==> src/rtl/pcc_pkg.sv <==
// -----------------------------------------------------------------------------
// pcc_pkg
//   Shared types and default widths for the pulse_count_capture block.
//   - pcc_state_e : measurement FSM state (IDLE / COUNT / HOLD), 2-bit encoded
//   - PCC_CNT_W, PCC_GATE_W, PCC_SYNC_STAGES : default parameter values
// -----------------------------------------------------------------------------
package pcc_pkg;

  // Default width of the edge accumulator and count_out
  localparam int PCC_CNT_W       = 8;
  // Default width of gate_len / gate timer
  localparam int PCC_GATE_W      = 16;
  // Default depth of the pulse_in synchronizer (must be >= 2)
  localparam int PCC_SYNC_STAGES = 2;

  // Measurement FSM states
  typedef enum logic [1:0] {
    IDLE  = 2'd0,
    COUNT = 2'd1,
    HOLD  = 2'd2
  } pcc_state_e;

endpackage : pcc_pkg

==> src/rtl/pcc_sync_edge.sv <==
// -----------------------------------------------------------------------------
// pcc_sync_edge
//   Brings the asynchronous pulse_in pin into the clk domain through a chain of
//   SYNC_STAGES flops and flags each 0->1 transition of the synchronized level
//   as a one-cycle 'rise'.
//
//   Ports:
//     clk    in   clock
//     rst_n  in   reset, synchronous, active-low (clears chain and prev level)
//     pin    in   asynchronous input
//     rise   out  high for one cycle per rising edge of the synchronized pin
//
//   Latency: a pin change sampled at edge k makes 'rise' high during the cycle
//   that ends at edge k+SYNC_STAGES, so a consumer flopping on rise sees the
//   increment SYNC_STAGES+1 cycles after the pin changed.
// -----------------------------------------------------------------------------
module pcc_sync_edge
  import pcc_pkg::*;
#(
  parameter int SYNC_STAGES = PCC_SYNC_STAGES
) (
  input  logic clk,
  input  logic rst_n,
  input  logic pin,
  output logic rise
);

  logic [SYNC_STAGES-1:0] sync_q;
  logic [SYNC_STAGES-1:0] sync_d;
  logic                   prev_q;
  logic                   prev_d;

  // Next-state for the synchronizer shift chain and the delayed level
  always_comb begin
    sync_d = {sync_q[SYNC_STAGES-2:0], pin};
    prev_d = sync_q[SYNC_STAGES-1];
  end

  // Synchronizer and previous-level registers
  always_ff @(posedge clk) begin
    if (!rst_n) begin
      sync_q <= '0;
      prev_q <= 1'b0;
    end else begin
      sync_q <= sync_d;
      prev_q <= prev_d;
    end
  end

  // Rising edge of the synchronized level; combinational so the counter in the
  // parent consumes it on the very next clock edge.
  assign rise = sync_q[SYNC_STAGES-1] & ~prev_q;

endmodule : pcc_sync_edge

==> src/rtl/pulse_count_capture.sv <==
// -----------------------------------------------------------------------------
// pulse_count_capture
//   Counts rising edges of an asynchronous pin over a programmable gate window
//   of gate_len clk cycles and presents the result through a valid/ack
//   handshake.
//
//   Ports:
//     clk        in   clock
//     rst_n      in   reset, synchronous, active-low; aborts any measurement
//     pulse_in   in   asynchronous input whose rising edges are counted
//     start      in   measurement request, honoured only in IDLE
//     gate_len   in   window length in cycles, captured when start is honoured
//     busy       out  high while counting or holding a result
//     count_vld  out  result valid (HOLD)
//     count_ack  in   result consumed when count_vld & count_ack
//     count_out  out  edge count, stable while count_vld and kept in IDLE
//     overflow   out  accumulator passed its maximum during this measurement
//
//   Build option:
//     PCC_SATURATE_EN  defined   -> count_out sticks at 2^CNT_W-1 on overflow
//                      undefined -> count_out wraps modulo 2^CNT_W
//     overflow is set in both builds.
// -----------------------------------------------------------------------------
module pulse_count_capture
  import pcc_pkg::*;
#(
  parameter int CNT_W       = PCC_CNT_W,
  parameter int GATE_W      = PCC_GATE_W,
  parameter int SYNC_STAGES = PCC_SYNC_STAGES
) (
  input  logic              clk,
  input  logic              rst_n,
  input  logic              pulse_in,
  input  logic              start,
  input  logic [GATE_W-1:0] gate_len,
  output logic              busy,
  output logic              count_vld,
  input  logic              count_ack,
  output logic [CNT_W-1:0]  count_out,
  output logic              overflow
);

  pcc_state_e        state_q;
  pcc_state_e        state_d;
  logic [GATE_W-1:0] timer_q;
  logic [GATE_W-1:0] timer_d;
  logic [CNT_W-1:0]  cnt_q;
  logic [CNT_W-1:0]  cnt_d;
  logic              ovf_q;
  logic              ovf_d;
  logic              busy_q;
  logic              busy_d;
  logic              vld_q;
  logic              vld_d;
  logic              rise;

  pcc_sync_edge #(
    .SYNC_STAGES (SYNC_STAGES)
  ) u_sync_edge (
    .clk   (clk),
    .rst_n (rst_n),
    .pin   (pulse_in),
    .rise  (rise)
  );

  // Next-state logic: FSM, gate timer, accumulator and overflow flag
  always_comb begin
    state_d = state_q;
    timer_d = timer_q;
    cnt_d   = cnt_q;
    ovf_d   = ovf_q;

    case (state_q)
      IDLE: begin
        // Edges seen in the accept cycle are discarded by the clear below.
        if (start) begin
          timer_d = gate_len;
          cnt_d   = '0;
          ovf_d   = 1'b0;
          if (gate_len == GATE_W'(0)) begin
            state_d = HOLD;
          end else begin
            state_d = COUNT;
          end
        end else begin
          state_d = IDLE;
        end
      end

      COUNT: begin
        timer_d = timer_q - GATE_W'(1);
        // timer==1 is the last window cycle; its rise is still counted below.
        if (timer_q == GATE_W'(1)) begin
          state_d = HOLD;
        end else begin
          state_d = COUNT;
        end

        if (rise) begin
          if (cnt_q == {CNT_W{1'b1}}) begin
            ovf_d = 1'b1;
`ifdef PCC_SATURATE_EN
            cnt_d = cnt_q;
`else
            cnt_d = '0;
`endif
          end else begin
            cnt_d = cnt_q + CNT_W'(1);
          end
        end else begin
          cnt_d = cnt_q;
        end
      end

      HOLD: begin
        // start is deliberately not looked at here, even alongside count_ack.
        if (count_ack) begin
          state_d = IDLE;
        end else begin
          state_d = HOLD;
        end
      end

      default: begin
        state_d = IDLE;
        timer_d = '0;
      end
    endcase

    // Status flags are registered copies of the next state.
    busy_d = (state_d != IDLE);
    vld_d  = (state_d == HOLD);
  end

  // State, timer, result and status registers
  always_ff @(posedge clk) begin
    if (!rst_n) begin
      state_q <= IDLE;
      timer_q <= '0;
      cnt_q   <= '0;
      ovf_q   <= 1'b0;
      busy_q  <= 1'b0;
      vld_q   <= 1'b0;
    end else begin
      state_q <= state_d;
      timer_q <= timer_d;
      cnt_q   <= cnt_d;
      ovf_q   <= ovf_d;
      busy_q  <= busy_d;
      vld_q   <= vld_d;
    end
  end

  assign busy      = busy_q;
  assign count_vld = vld_q;
  assign count_out = cnt_q;
  assign overflow  = ovf_q;

endmodule : pulse_count_capture

==> config.mk <==
export PLATFORM = sky130hd
export DESIGN_NAME = pulse_count_capture
export DESIGN_NICKNAME = d
export VERILOG_FILES = /design/src/rtl/pcc_pkg.sv /design/src/rtl/pcc_sync_edge.sv /design/src/rtl/pulse_count_capture.sv
export SDC_FILE = /design/constraint.sdc
export NUM_CORES = 1
export LEC_CHECK = 0
export CAP_MARGIN = 15
export CORE_ASPECT_RATIO = 0.5
export CORE_MARGIN = 5
export CORE_UTILIZATION = 52
export CTS_CLUSTER_SIZE = 28
export DETAILED_ROUTE_END_ITERATION = 8
export GPL_ROUTABILITY_DRIVEN = 0
export HOLD_SLACK_MARGIN = 0.1
export PLACE_DENSITY = 0.87
export SKIP_CTS_REPAIR_TIMING = 1
export SYNTH_ARGS = -nofsm -noshare
export SYNTH_HDL_FRONTEND = slang
export SYNTH_SLANG_ARGS = --single-unit
==> constraint.sdc <==
create_clock -name clk -period 4.8 [get_ports clk]
set_clock_uncertainty 0.1 [all_clocks]
set_input_delay 0.48 -clock clk [delete_from_list [all_inputs] [get_ports clk]]
set_output_delay 0.48 -clock clk [all_outputs]
set_load 0.005 [all_outputs]
Word-level counts from Yosys, hierarchy flattened. Cells that the tools add are included.

$add $sub $neg: 2. Equal/unequal tests: 8. Muxes and demuxes: 15. Bitwise operators: 3. Reductions and logical operators: 7.

Operator list (count): $pmux W16 S3 (1); $mux W8 (3); $eq A16 B1 Y1 const B (1); $logic_not A16 Y1 (1); $mux W16 (1); $pmux W8 S2 (1); $sub A16 B1 Y16 const B (1); $add A8 B1 Y8 const B (1); $eq A8 B8 Y1 const B (1); $mux W2 (4); $ne A2 B2 Y1 const B (3); $pmux W2 S3 (1); $eq A2 B2 Y1 const B (2); $reduce_and A4 Y1 (1); $reduce_bool A2 Y1 (2); $mux W1 (3); $reduce_and A3 Y1 (1); $eq A2 B1 Y1 const B (1); $logic_not A2 Y1 (1); $not A1 Y1 (2); $pmux W1 S2 (1); $reduce_and A2 Y1 (1); $and A1 B1 Y1 (1).

Register bits: 32. Bits of input ports: 21. Output and inout bits: 11.

Longest topological paths before layout.
Depth in word-level cells: 5. Gate-level depth with buffers: 6. Depth with buffers taken out: 6.

Cells and area by module. A second synthesis with hierarchy kept.

Cells, all modules: 209. Area total of the unflattened synthesis: 1747.9 µm².

By module, submodules not included: pulse_count_capture (instances 1, cells each 202, area an instance 1655.3 µm²); pcc_sync_edge (instances 1, cells each 7, area an instance 92.6 µm²).

Worst setup path after synthesis. No wires, ideal clock.

Path kind: input port to flip-flop. Start point: input start. End point: register timer_q[15]. Library setup time: 0.122 ns. Arrival time: 1.493 ns. Data required time: 4.578 ns. Path slack: 3.085 ns. Stages on the path: 6. Path buffers: 2. Cell sequence: clkbuf_2 -> nor2b_1 -> buf_2 -> mux2_2 -> a32oi_1 -> nand3_1.

Cells in the longest elaborated chain, start to end: 2.

Ends and longest elaborated chain: start, declared (RTL line pulse_count_capture.sv:34) `input logic start,`; $ne A2 B2 Y1 (no source line); $reduce_and A2 Y1 (no source line); end signal, assigned (RTL line pulse_count_capture.sv:146) `timer_q <= timer_d;`; end, declared (RTL line pulse_count_capture.sv:45) `logic [GATE_W-1:0] timer_q;`.

No other way between the ends. A chain may end at the register's enable or synchronous reset.

Worst setup path in the final report.
Start point: input start. End point: register timer_q[12].

Same word-level chain as after synthesis.

==> impl.org <==
** Pwr
- Power density cells :: 345.1 nW/µm²
- IR analysis of the VDD net gives a maximum drop of 0.0001965 V.
- The analysis attributes to cell leakage a power of 0.0008144 µW.

** Worst hold path
- Along the worst hold path, the cell count comes to 1.
- Endpoint with the worst hold slack :: u_sync_edge.sync_q[1]$_SDFF_PN0_
- The tightest min-delay check is of the reg -> reg type.
- The worst hold path begins at u_sync_edge.sync_q[0]$_SDFF_PN0_.

** Cells and area
- Fill cell instance count of the final layout :: 294
- Area taken by flip-flops and latches :: 640.6 µm²
- The number of antenna diodes in the final layout is 0.
- In the final design database the tool counted 267 nets.
- From synthesis to final layout, the design area changed by 24.89%.
- Fraction of layout instances using a drive strength above 1 :: 7.377%
- Post-route non-filler standard cell count :: 286
- Footprint of the multi-input gates :: 1072 µm²

** Worst setup path
- Reg-to-reg endpoint :: count_out[0]$_SDFFE_PN0P_
- At the worst endpoint, the required time is 4880 ps.
- Startpoint of the worst-slack reg-to-reg timing path :: state_q[0]$_SDFF_PN0_
- The largest single stage delay on the critical path is 680 ps.
- By startpoint and endpoint, the worst setup path is classified as in -> reg.
- Depth of the worst register-to-register path :: 5
- The critical path goes through clkdlybuf4s50_1 > nor2b_1 > nor2_1 > a21o_1 > a221o_1.
- STA classifies the critical path startpoint as a primary input.
- Arrival time of data at the critical path endpoint :: 2560 ps
- In this run the worst setup path begins at start.
- R2r setup slk :: 2520 ps
- The worst setup path is captured at a register.
- Along the worst path, the maximum fanout reaches 9.
- Cell with the largest stage delay on the worst path :: nor2b_1

** STA
- Final clock period utilization by the worst path :: 51.71%
- At the pin with the least slew margin, the transition time is 774.2 ps.
- The final max-slew violation count was 0.
- Fin Setup TNS :: 0 ps
- Period minus WS final :: 2482 ps
- Achievable Freq :: 402.9 MHz
- Max_slew headroom :: 48.28%
- Setup violations remaining at the end of the flow were counted as 0.
- Unrepaired setup endpoints after global routing :: no
- Hold Vio Cnt, Final :: 0

** Die
- From bottom edge to top edge, the die measures 51.36 µm.
- Overall die width :: 92.73 µm
- Once the floorplan was initialized, standard cells occupied 52.96% of the core.
- Pin placement for this block handled 32 I/O pins.
- The floorplan step defined a die boundary enclosing 4762 µm².
- The floorplan has 15 rows.
- The core region is 3359 µm².

** Yosys
- In this run the cell area of the synthesized design comes to 1779 µm².
- Cell with the most instances after synthesis :: dfxtp_1
- Yosys top cell by area :: dfxtp_1
- Synth Register Bits :: 32
- Yosys printed 0 warnings.
- Count of unique library cells instantiated by Yosys :: 52
- In the synthesized netlist, the number of instances is 212.
- Leading cell types by count after synthesis :: dfxtp_1 (32), nor2_1 (27), nand2_1 (11)
- Top cells by area in the synthesized netlist :: dfxtp_1 (36%), nor2_1 (5.7%), xor2_1 (4.4%)
- Counting flops with a built-in enable in the synthesized netlist gives 0.
- Predominant post-synthesis flop cell :: dfxtp_1
- For this run, asynchronously set or reset flops after synthesis account for 0%.
- The top cell type by area accounts for 36.01% of the synthesized area.
- The number of nets handed over by synthesis was 236.
- Share of the yosys chip area belonging to registers :: 36.01%
- Average footprint of a synthesized cell :: 8.392 µm²

** Job
- Max-cap violation count :: 0

** Global route
- First-pass GRT wire length :: 7.521 mm
- Number of global-route vias before repair :: 1658
- Total grt overflow :: 0
- Maximum number of pins on one net before global-route repair :: 26
- Global routing used 20.38% of the available tracks.
- The initial antenna violation count was 0.

** Drt
- The detail route stage leaves a number of antenna-violating nets equal to 0.
- The detailed router finished its first iteration with 154 violations.
- Wires add up to 4.556 mm.
- After detailed routing, the number of vias per cell comes to 6.224.
- Count of TritonRoute iterations in the first routing pass :: 4
- Remaining routing DRC violations :: 0
- After detailed routing, the average wire length per cell comes to 15.93 µm.
- For this block, the via count after detailed routing is 1780.

** Status
- The flow ran to the end, and the final reports show no timing, DRC or antenna violations.

** Clock tree
- The tree is rooted in a clkbuf_8.
- CTS clock-pin slew for the worst setup and hold paths :: 70 ps
- TritonCTS buffer count :: 5
- Counting along the longest clock path gives a buffer depth of 2.
- The clock reaches the later pin of the worst-skew pair after 290 ps.
- Max H-tree Level :: 2
- CTS saw 32 sinks.
- Clock tree from TritonCTS :: done

** Place
- Number of buffer cells added on primary ports :: 31
- The number of placed instances, taps included, is 277.
- Summed over all nets, the half-perimeter wirelength after detailed placement is 3.350 mm.
[worst max path at each step]
stage	to	slack (ps)	depth (start not counted)
after floorplan	timer_q[15]$_SDFFE_PN0P_	3080	6
after global placement	timer_q[12]$_SDFFE_PN0P_	2120	5
after detailed placement	timer_q[12]$_SDFFE_PN0P_	2050	5
after CTS	count_out[0]$_SDFFE_PN0P_	2120	4
after global routing	timer_q[12]$_SDFFE_PN0P_	2200	5
final	timer_q[12]$_SDFFE_PN0P_	2320	5
[sequential cells by signal, indices dropped and copies added (netlist names)]
register	flops
state_q	2
timer_q	16
overflow	1
busy	1
count_vld	1
count_out	8
u_sync_edge.prev_q	1
u_sync_edge.sync_q	2
[worst max-delay path: cells and delay by family]
family / cells / cell delay (ps)
and+or+nand+nor: 2 / 950
buffers and inverters: 1 / 630
AOI/OAI and AO/OA: 2 / 500
[cells in the final DEF, fill, tap and decap left out, drive strengths merged, types with 2 or more instances in the layout]
cell type and instances:
and2 4, clkbuf 6, a21oi 7, o21ai 9, ha 3, a22oi 2, mux2i 3, nor3b 3
nand2 11, o21a 2, o22a 3, o2111ai 5, xor2 9, nand2b 6, o211ai 3, o22ai 4
and3 3, nand3b 3, a21o 3, nor2 28, nor4 7, nand4 6, a221o 2, dfxtp 32
clkdlybuf4s50 31, a31oi 4, or4 2, nor3 9, nand4b 2, o311ai 2, inv 8, nand3 8
[cells by family (layout without fill, tap and decap cells)]
kind of cell	count (synthesis)	after routing	share of synthesized area [%]
and+or+nand+nor	98	98	32.00
AOI/OAI and AO/OA	49	49	18.92
DFF	32	32	36.01
buffers and inverters	16	48	3.727
xor gates and xnor gates	10	10	4.923
muxes	4	4	2.321
adders and majority gates	3	3	2.110
[stage by stage]
step	hold WS, ps	instance area (µm²)	total power, µW	setup WS (ps)	util, %
2_1_floorplan	311.9	1779	448.7	3085	-
3_3_place_gp	317.6	2106	499.1	2116	62.68
3_5_place_dp	337.4	2106	505.8	2049	62.68
5_1_grt	367.1	2222	806.9	2198	66.15
6_report	342.9	2222	766.9	2318	66.15
4_1_cts	349.9	2217	766.8	2119	66.00
[report_power, final]
part | internal [µW] | total [µW] | switching, µW | leakage, µW
clock network | 153 | 260 | 107 | 0.0000541
logic | 84.8 | 180 | 95.7 | 0.000498
registers | 288 | 326 | 38.3 | 0.000262
total | 526 | 767 | 241 | 0.000814
[metal layers]
metal / GRT usage (%) / part of all wire (%)
met1: 23.26 / 43
met2: 36.49 / 49
met3: 5.000 / 6.8
met4: 9.489 / 1.5
met5: 0 / 0
[layout make-up]
cell class	instances	share of cell area [%]
clock buffer	5	3.097
clock inverter	3	1.914
inverter	8	1.351
multi-input combinational	164	48.25
sequential	32	28.83
tap	42	2.365
timing repair buffer	32	14.19
(Power assumes the default switching activity.)
